[src/rtl/nibble_serial_adder_pkg.sv]
// ============================================================================
// nsa_pkg : shared state encoding and slice width for nibble_serial_adder
// Revision: 1.0
// ============================================================================
`default_nettype none

package nsa_pkg;

  localparam int NIBW = 4;

  typedef enum logic [1:0] {
    S_IDLE = 2'd0,
    S_RUN  = 2'd1,
    S_DONE = 2'd2
  } state_e;

endpackage

`default_nettype wire

[src/rtl/carr_skip_add.sv]
// ============================================================================
// carr_skip_add : 4-bit carry-skip adder slice (ripple chain plus skip mux)
// Revision: 1.0
// ============================================================================
`default_nettype none

module carr_skip_add
  import nsa_pkg::*;
(
  input  logic [NIBW-1:0] a_i,
  input  logic [NIBW-1:0] b_i,
  input  logic            cin_i,
  output logic [NIBW-1:0] sum_o,
  output logic            cout_o
);

  logic [NIBW-1:0] w_p;
  logic [NIBW-1:0] w_g;
  logic [NIBW:0]   w_c;

  assign w_p    = a_i ^ b_i;
  assign w_g    = a_i & b_i;
  assign w_c[0] = cin_i;

  for (genvar i = 0; i < NIBW; i++) begin : g_ripple
    assign w_c[i+1] = w_g[i] | (w_p[i] & w_c[i]);
  end

  assign sum_o  = w_p ^ w_c[NIBW-1:0];
  // All-propagate nibble bypasses the ripple chain with the incoming carry.
  assign cout_o = (&w_p) ? cin_i : w_c[NIBW];

endmodule

`default_nettype wire

[src/rtl/nibble_serial_adder.sv]
// ============================================================================
// nibble_serial_adder : WIDTH-bit add/sub sequenced one nibble per clock
// Revision: 1.0
// ============================================================================
`default_nettype none

module nibble_serial_adder
  import nsa_pkg::*;
#(
  parameter int WIDTH = 16
) (
  input  logic             clk,
  input  logic             rst_n,
  input  logic             in_valid,
  output logic             in_ready,
  input  logic [WIDTH-1:0] a,
  input  logic [WIDTH-1:0] b,
  input  logic             cin,
  input  logic             op_sub,
  output logic             out_valid,
  input  logic             out_ready,
  output logic [WIDTH-1:0] sum,
  output logic             cout,
  output logic             ovf
);

  localparam int              NIB      = WIDTH / NIBW;
  localparam int              CNTW     = $clog2(NIB);
  localparam logic [CNTW-1:0] LAST_NIB = CNTW'(NIB - 1);

  state_e            state_q, state_d;
  logic [WIDTH-1:0]  a_sh_q, a_sh_d;
  logic [WIDTH-1:0]  b_sh_q, b_sh_d;
  logic [WIDTH-1:0]  sum_q, sum_d;
  logic              carry_q, carry_d;
  logic              msb_a_q, msb_a_d;
  logic              msb_b_q, msb_b_d;
  logic              cout_q, cout_d;
  logic              ovf_q, ovf_d;
  logic [CNTW-1:0]   nib_cnt_q, nib_cnt_d;

  logic [NIBW-1:0]   w_sum;
  logic              w_cout;
  logic [WIDTH-1:0]  w_b_in;

  carr_skip_add u_slice (
    .a_i    (a_sh_q[NIBW-1:0]),
    .b_i    (b_sh_q[NIBW-1:0]),
    .cin_i  (carry_q),
    .sum_o  (w_sum),
    .cout_o (w_cout)
  );

  assign w_b_in = op_sub ? ~b : b;

  always_comb begin
    state_d   = state_q;
    a_sh_d    = a_sh_q;
    b_sh_d    = b_sh_q;
    sum_d     = sum_q;
    carry_d   = carry_q;
    msb_a_d   = msb_a_q;
    msb_b_d   = msb_b_q;
    cout_d    = cout_q;
    ovf_d     = ovf_q;
    nib_cnt_d = nib_cnt_q;
    case (state_q)
      S_IDLE: begin
        if (in_valid) begin
          a_sh_d    = a;
          b_sh_d    = w_b_in;
          carry_d   = op_sub | cin;
          msb_a_d   = a[WIDTH-1];
          msb_b_d   = w_b_in[WIDTH-1];
          nib_cnt_d = '0;
          state_d   = S_RUN;
        end
      end
      S_RUN: begin
        a_sh_d    = {{NIBW{1'b0}}, a_sh_q[WIDTH-1:NIBW]};
        b_sh_d    = {{NIBW{1'b0}}, b_sh_q[WIDTH-1:NIBW]};
        sum_d     = {w_sum, sum_q[WIDTH-1:NIBW]};
        carry_d   = w_cout;
        nib_cnt_d = nib_cnt_q + CNTW'(1);
        if (nib_cnt_q == LAST_NIB) begin
          // Top nibble: operand sign bits are compared with the result sign bit.
          cout_d    = w_cout;
          ovf_d     = (msb_a_q == msb_b_q) && (w_sum[NIBW-1] != msb_a_q);
          nib_cnt_d = '0;
          state_d   = S_DONE;
        end
      end
      S_DONE: begin
        if (out_ready) begin
          state_d = S_IDLE;
        end
      end
      default: state_d = S_IDLE;
    endcase
  end

  always_ff @(posedge clk or negedge rst_n) begin
    if (!rst_n) begin
      state_q   <= S_IDLE;
      a_sh_q    <= '0;
      b_sh_q    <= '0;
      sum_q     <= '0;
      carry_q   <= 1'b0;
      msb_a_q   <= 1'b0;
      msb_b_q   <= 1'b0;
      cout_q    <= 1'b0;
      ovf_q     <= 1'b0;
      nib_cnt_q <= '0;
    end else begin
      state_q   <= state_d;
      a_sh_q    <= a_sh_d;
      b_sh_q    <= b_sh_d;
      sum_q     <= sum_d;
      carry_q   <= carry_d;
      msb_a_q   <= msb_a_d;
      msb_b_q   <= msb_b_d;
      cout_q    <= cout_d;
      ovf_q     <= ovf_d;
      nib_cnt_q <= nib_cnt_d;
    end
  end

  assign in_ready  = (state_q == S_IDLE);
  assign out_valid = (state_q == S_DONE);
  assign sum       = sum_q;
  assign cout      = cout_q;
  assign ovf       = ovf_q;

endmodule

`default_nettype wire

[config.mk]
export PLATFORM = sky130hd
export DESIGN_NAME = nibble_serial_adder
export DESIGN_NICKNAME = d
export VERILOG_FILES = /design/src/rtl/nibble_serial_adder_pkg.sv /design/src/rtl/carr_skip_add.sv /design/src/rtl/nibble_serial_adder.sv
export SDC_FILE = /design/constraint.sdc
export NUM_CORES = 1
export LEC_CHECK = 0
export ABC_AREA = 1
export CAP_MARGIN = 40
export CORE_ASPECT_RATIO = 1.4
export CORE_MARGIN = 2
export CORE_UTILIZATION = 46
export DETAILED_ROUTE_END_ITERATION = 16
export MAX_ROUTING_LAYER = met4
export PLACE_DENSITY = 0.75
export SLEW_MARGIN = 20
export SYNTH_ARGS = -nofsm -noshare
export SYNTH_HDL_FRONTEND = slang
export SYNTH_HIERARCHICAL = 1
export SYNTH_SLANG_ARGS = --single-unit
[constraint.sdc]
create_clock -name clk -period 2.25 [get_ports clk]
set_input_delay 0.45 -clock clk [delete_from_list [all_inputs] [get_ports clk]]
set_output_delay 0.45 -clock clk [all_outputs]
set_load 0.005 [all_outputs]
; Word-level counts from Yosys, hierarchy flattened
; Cells that the tools add are included.
[classes]
add_sub_neg = 1
eq_ne = 8
n_mux = 15
bitwise = 13
reduce_logical = 8
[ops]
columns = cell, count
row1 = one-hot mux 16 bit (2 select lines), 2
row2 = two-way mux 16 bit, 3
row3 = inverter 16 bit, 1
row4 = two-way mux 2 bit, 5
row5 = bitwise XOR 4 bit, 2
row6 = one-hot mux 2 bit (3 select lines), 1
row7 = AND reduction 2 bit, 3
row8 = OR 1 bit, 5
row9 = AND 1 bit, 4
row10 = AND 4 bit, 1
row11 = "== test 2 bit, second input constant", 2
row12 = "!= test 2 bit, second input constant", 2
row13 = one-hot mux 2 bit (2 select lines), 1
row14 = AND reduction 4 bit, 1
row15 = AND reduction 3 bit, 1
row16 = "adder 2 x 1 -> 2 bit, second input constant", 1
row17 = "== test 2 x 1 -> 1 bit, second input constant", 1
row18 = zero test 2 bit, 1
row19 = two-way mux 1 bit, 2
row20 = "!= test 2 x 1 -> 1 bit, second input constant", 1
row21 = one-hot mux 1 bit (2 select lines), 1
row22 = nonzero test 2 bit, 1
row23 = == test 1 bit, 1
row24 = logical AND 1 bit, 1
row25 = != test 1 bit, 1
[word_totals]
ff_bits = 57
input_bits = 38
out_inout_bits = 20
elab_cells = 55

; Logic depth before layout (Yosys ltp)
; Gate-level depths: netlist (run 1).
[depth]
word_depth = 11
mapped_depth = 14
ltp_nobuf = 14

; Cells and area by module
; The synthesis (run 1) kept the hierarchy.
[by_module_without_submodules]
columns = mod, instances, cells_each, area_each_um2, seq_area_each_um2
row1 = nibble_serial_adder, 1, 361, 2712.6, 1426.4
row2 = carr_skip_add, 1, 24, 191.4, 0.0

; Worst setup path before layout (run 1)
; Ideal clock, no wire load.
[synth_path]
path_kind = reg2reg
start = register a_sh_q[0]
end = register ovf_q (netlist: ovf)
setup_time_ns = 0.116
arrival_time_ns = 2.127
required_time_ns = 2.134
path_slack_ns = 0.006
stages_incl_launch_ff = 14
n_path_buf = 0
period_less_slack_ns = 2.244
path_cell_list = dfrtp_1 inv_1 fa_1 inv_1 fa_1 fa_1 inv_1 fa_1 inv_1 inv_1 nand3_1 nand2_1 nand2_1 nand2_1
[synth_via]
elab_chain_len = 10
[synth_rtl]
columns = element, line_no
row1 = from (decl), nibble_serial_adder.sv:32  ; logic [WIDTH-1:0] a_sh_q, a_sh_d;
row2 = from (signal assigned), nibble_serial_adder.sv:116  ; a_sh_q <= a_sh_d;
row3 = bitwise XOR 4 bit, carr_skip_add.sv:21  ; assign w_p = a_i ^ b_i;
row4 = AND 1 bit, carr_skip_add.sv:26  ; assign w_c[i+1] = w_g[i] | (w_p[i] & w_c[i]);
row5 = OR 1 bit (*), carr_skip_add.sv:26
row6 = AND 1 bit (*), carr_skip_add.sv:26
row7 = OR 1 bit (*), carr_skip_add.sv:26
row8 = AND 1 bit (*), carr_skip_add.sv:26
row9 = OR 1 bit (*), carr_skip_add.sv:26
row10 = bitwise XOR 4 bit (*), carr_skip_add.sv:29  ; assign sum_o = w_p ^ w_c[NIBW-1:0];
row11 = named net w_sum[3], nibble_serial_adder.sv:42  ; logic [NIBW-1:0] w_sum;
row12 = != test 1 bit (*), nibble_serial_adder.sv:88  ; ovf_d = (msb_a_q == msb_b_q) && (w_sum[NIBW-1] != msb_a_q);
row13 = logical AND 1 bit (*), nibble_serial_adder.sv:88
row14 = to (signal assigned), nibble_serial_adder.sv:123  ; ovf_q <= ovf_d;
row15 = to (decl), nibble_serial_adder.sv:39  ; logic ovf_q, ovf_d;
; The timed path passes the listed nets; every way through them passes the cells marked *.
; A chain may end at the register's enable or synchronous reset.

; Worst setup path in the final report (run 1)
; Ends and elaborated chain as after synthesis.

==> results.yml, run 1 <==
status:
  status: "complete, but fails checks"
  failed_checks: "negative setup slack"
clock_network:
  hold_buffers: 0
  cts_tree: "done"
  cts_root_buffer: "clkbuf_8"
  clk_path_buf_depth: 2
  clk_pin_slew_ns: 0.06
  htreeDepth: 3
  clock_sinks: 57
  clock_latency_ns: 0.32
  numCtsBuffers: 9
min_path:
  min_path_type: "in2async"
global_routing:
  grt_pass1_vias: 2470
  grt_max_degree: 58
  overflow: 0
  grt_antenna_before_repair: 0
  grt_pass1_wl_mm: 10.2
  grtUsageTotal_pct: 18.8
drt:
  drc: 0
  first_pass_iters: 4
  vias_per_cell: 4.80
  routed_wl_mm: 5.78
  drtIter0Drc: 61
  wl_per_cell_um: 11.1
  detail-route-antenna-nets: 0
  vias: 2510
place:
  place_inst: 506
  place.port_buffers: 57
  hpwl_mm: 4.09
  routabilityCongestion: 0.813
logic_synthesis:
  synth_top_family_by_area: "simple AND/OR/NAND/NOR gates"
  synth_area_mm2: 0.00290
  synth_cell_types: 18
  syn_nets: 432
  synth_top_area_cell: "dfrtp_1"
  synth_adder_area_share_pct: 4.91
  ys_seq_elements: 57
  synth_xor_area_share_pct: 1.21
  yosysSeqAreaShare_pct: 49.1
  syn_inst: 385
  synth_area_leaders: "dfrtp_1 (49%), nand2_1 (27%), nand3_1 (4.5%), inv_1 (4.4%), fa_1 (2.8%)"
  synth_compound_area_share_pct: 3.06
  yosys_warnings: 6
  muxShareOfSynthArea_pct: 0
  postSynthAreaPerCell_um2: 7.54
  synthSimpleGateAreaFrac_pct: 32.9
  netlist.area_leader.share_pct: 49.1
pwr:
  clkPwrFrac_pct: 18.2
  pwr-share-seq_pct: 37.6
  p_switching_w: 0.00183
  p_comb_share_pct: 44.1
  swShare_pct: 39.0
  peakVddDrop_mv: 0.497
  powerDensity_mw_per_mm2: 1260
  leakagePower_nw: 2.02
  p_int_w: 0.00287
critical_path:
  crit_path_end_kind: "register"
  arrival_ns: 2.47
  reg2regPathDepth: 13
  cp-start-kind: "register"
  path_max_fanout: 2
  cp_data_required_time_ns: 2.46
  worstReg2RegStart: "a_sh_q[0]"
  r2r_slack_ns: -0.008
  critical_path_class: "reg2reg"
  r2r_end: "ovf"
floorplan:
  core_mm2: 0.00617
  initial_utilization_pct: 47.1
  die_area_mm2: 0.00697
  io-pin-count: 58
  die_x_um: 71.2
  fp.dieH_um: 98.0
  num_rows: 34
finish:
  syn2layout_area_growth_pct: 28.5
  final_core_util_pct: 60.5
  diodes: 0
  fin_cells: 523
  drive_gt1_share_pct: 7.98
  nNetsFinal: 494
timing:
  finClkSkew_ns: 0.00818
  tightest_slew_ns: 0.476
  tns_ns: -0.00765
  rsz0062_at_grt: "yes"
  relSlewSlack_pct: 68.2
  finalCritPeriodShare_pct: 100
  drv_slew: 0
  fin_crit_ns: 2.26
  finalHoldViolations: 0
  max_freq_mhz: 443
  finalWorstSetupSlack_ns: -0.00765
  setup_violations: 1
job:
  drv_cap: 0
-- synthesized netlist by cell type (all sizes together) --
master    n
clkbuf    1
fa        4
o21ai    14
o31ai     1
xor2      4
nand3    26
ha        5
buf      17
nor2      6
dfrtp    57
nand2   213
inv      37
-- placed cells by master (no fill, tap or decap) --
master,count
buf_12,1
buf_2,1
buf_4,11
clkbuf_1,1
clkbuf_8,12
clkdlybuf4s50_1,56
clkinv_2,1
clkinvlp_4,1
dfrtp_1,57
fa_1,2
fa_2,2
ha_1,5
inv_1,32
inv_2,5
nand2_1,212
nand2_2,1
nand3_1,26
nor2_1,6
o21ai_0,8
o21ai_1,5
o21ai_4,1
o31ai_1,1
xor2_1,4
-- timing repair --
item | 4_1_cts | 5_1_grt
gates cloned | 0 | 0
gates resized for setup | 4 | 0
endpoints found under the setup margin | 2 | 3
pin swaps | 0 | 2
setup buffers | 0 | 2
-- per-stage QoR --
step	area, um^2	total power [W]	hold slack [ns]	setup WS (ns)
3_3_place_gp	3530	0.00377	0.460	-0.0337
4_1_cts	3720	0.00472	0.122	-0.0150
3_5_place_dp	3530	0.00383	0.466	-0.0978
5_1_grt	3730	0.00514	0.135	-0.134
2_1_floorplan	2900	0.00314	0.154	0.00616
6_report	3730	0.00470	0.118	-0.00765
-- area by class of cell --
class / count / area (um^2)
fillers: 567 / 2440
flip-flops and latches: 57 / 1430
multi-input cells: 273 / 1230
repair buffers: 69 / 668
clock buffers: 13 / 169
inverters: 37 / 139
well taps: 72 / 90.1
clock inverters: 2 / 12.5
-- logic make-up (layout without fill, tap and decap cells) --
| group | after synthesis | in the layout |
|---|---|---|
| AO/OA/AOI/OAI | 15 | 15 |
| adder cells (fa/ha/maj) | 9 | 9 |
| XOR/XNOR | 4 | 4 |
| flip-flops | 57 | 57 |
| buffers and inverters | 55 | 121 |
| AND/OR/NAND/NOR | 245 | 245 |
-- power groups by stage --
stage                     Combinational [W]  Clock, W  Sequential [W]
after floorplan                     0.00142         0         0.00172
after global placement              0.00200         0         0.00176
after detailed placement            0.00205         0         0.00178
after CTS                           0.00207  0.000881         0.00177
after global routing                0.00238  0.000932         0.00183
final                               0.00207  0.000858         0.00177
-- critical path: stages (launching register included) --
cell and delay (ns):
dfrtp_1 0.40, inv_2 0.07, fa_1 0.15, inv_1 0.05, fa_2 0.33, fa_2 0.34, inv_2 0.06, fa_1 0.39
inv_1 0.08, inv_1 0.05, nand3_1 0.06, nand2_1 0.05, nand2_1 0.05, nand2_1 0.06
-- how the worst max path moves through the flow --
| stage | from | endpoint | slack (ns) | cells after the start |
|---|---|---|---|---|
| floorplan | a_sh_q[0] | ovf | 0.006 | 13 |
| global placement | a_sh_q[0] | ovf | -0.03 | 13 |
| detailed placement | a_sh_q[0] | ovf | -0.1 | 13 |
| CTS | a_sh_q[0] | ovf | -0.01 | 13 |
| global route | a_sh_q[0] | ovf | -0.13 | 13 |
| finish | a_sh_q[0] | ovf | -0.008 | 13 |
-- flip-flops by register name, summed over array words and instances (netlist names) --
signal	flops
msb_a_q	1
msb_b_q	1
sum	16
ovf	1
state_q	2
b_sh_q	16
a_sh_q	16
cout	1
nib_cnt_q	2
carry_q	1
-- metal layers --
metal	part of all wire, %	GRT usage (%)	vias to the layer above	wire length [um]
li1	-	-	1279	-
met1	41	20.8	1158	2380
met2	51	31.1	58	2970
met3	4.4	4.75	15	252
met4	3.1	9.14	0	181
met5	0	-	-	0
Power figures use the tool's default switching activity.
==> run 2: changes to the inputs <==
--- a/config.mk
+++ b/config.mk
@@ -13,7 +13,7 @@
 export DETAILED_ROUTE_END_ITERATION = 16
 export MAX_ROUTING_LAYER = met4
 export PLACE_DENSITY = 0.75
-export SLEW_MARGIN = 20
+export SLEW_MARGIN = 15
 export SYNTH_ARGS = -nofsm -noshare
 export SYNTH_HDL_FRONTEND = slang
 export SYNTH_HIERARCHICAL = 1
==> results of run 2 <==
The final DEF is identical to that of run 1; final timing and power are the same.
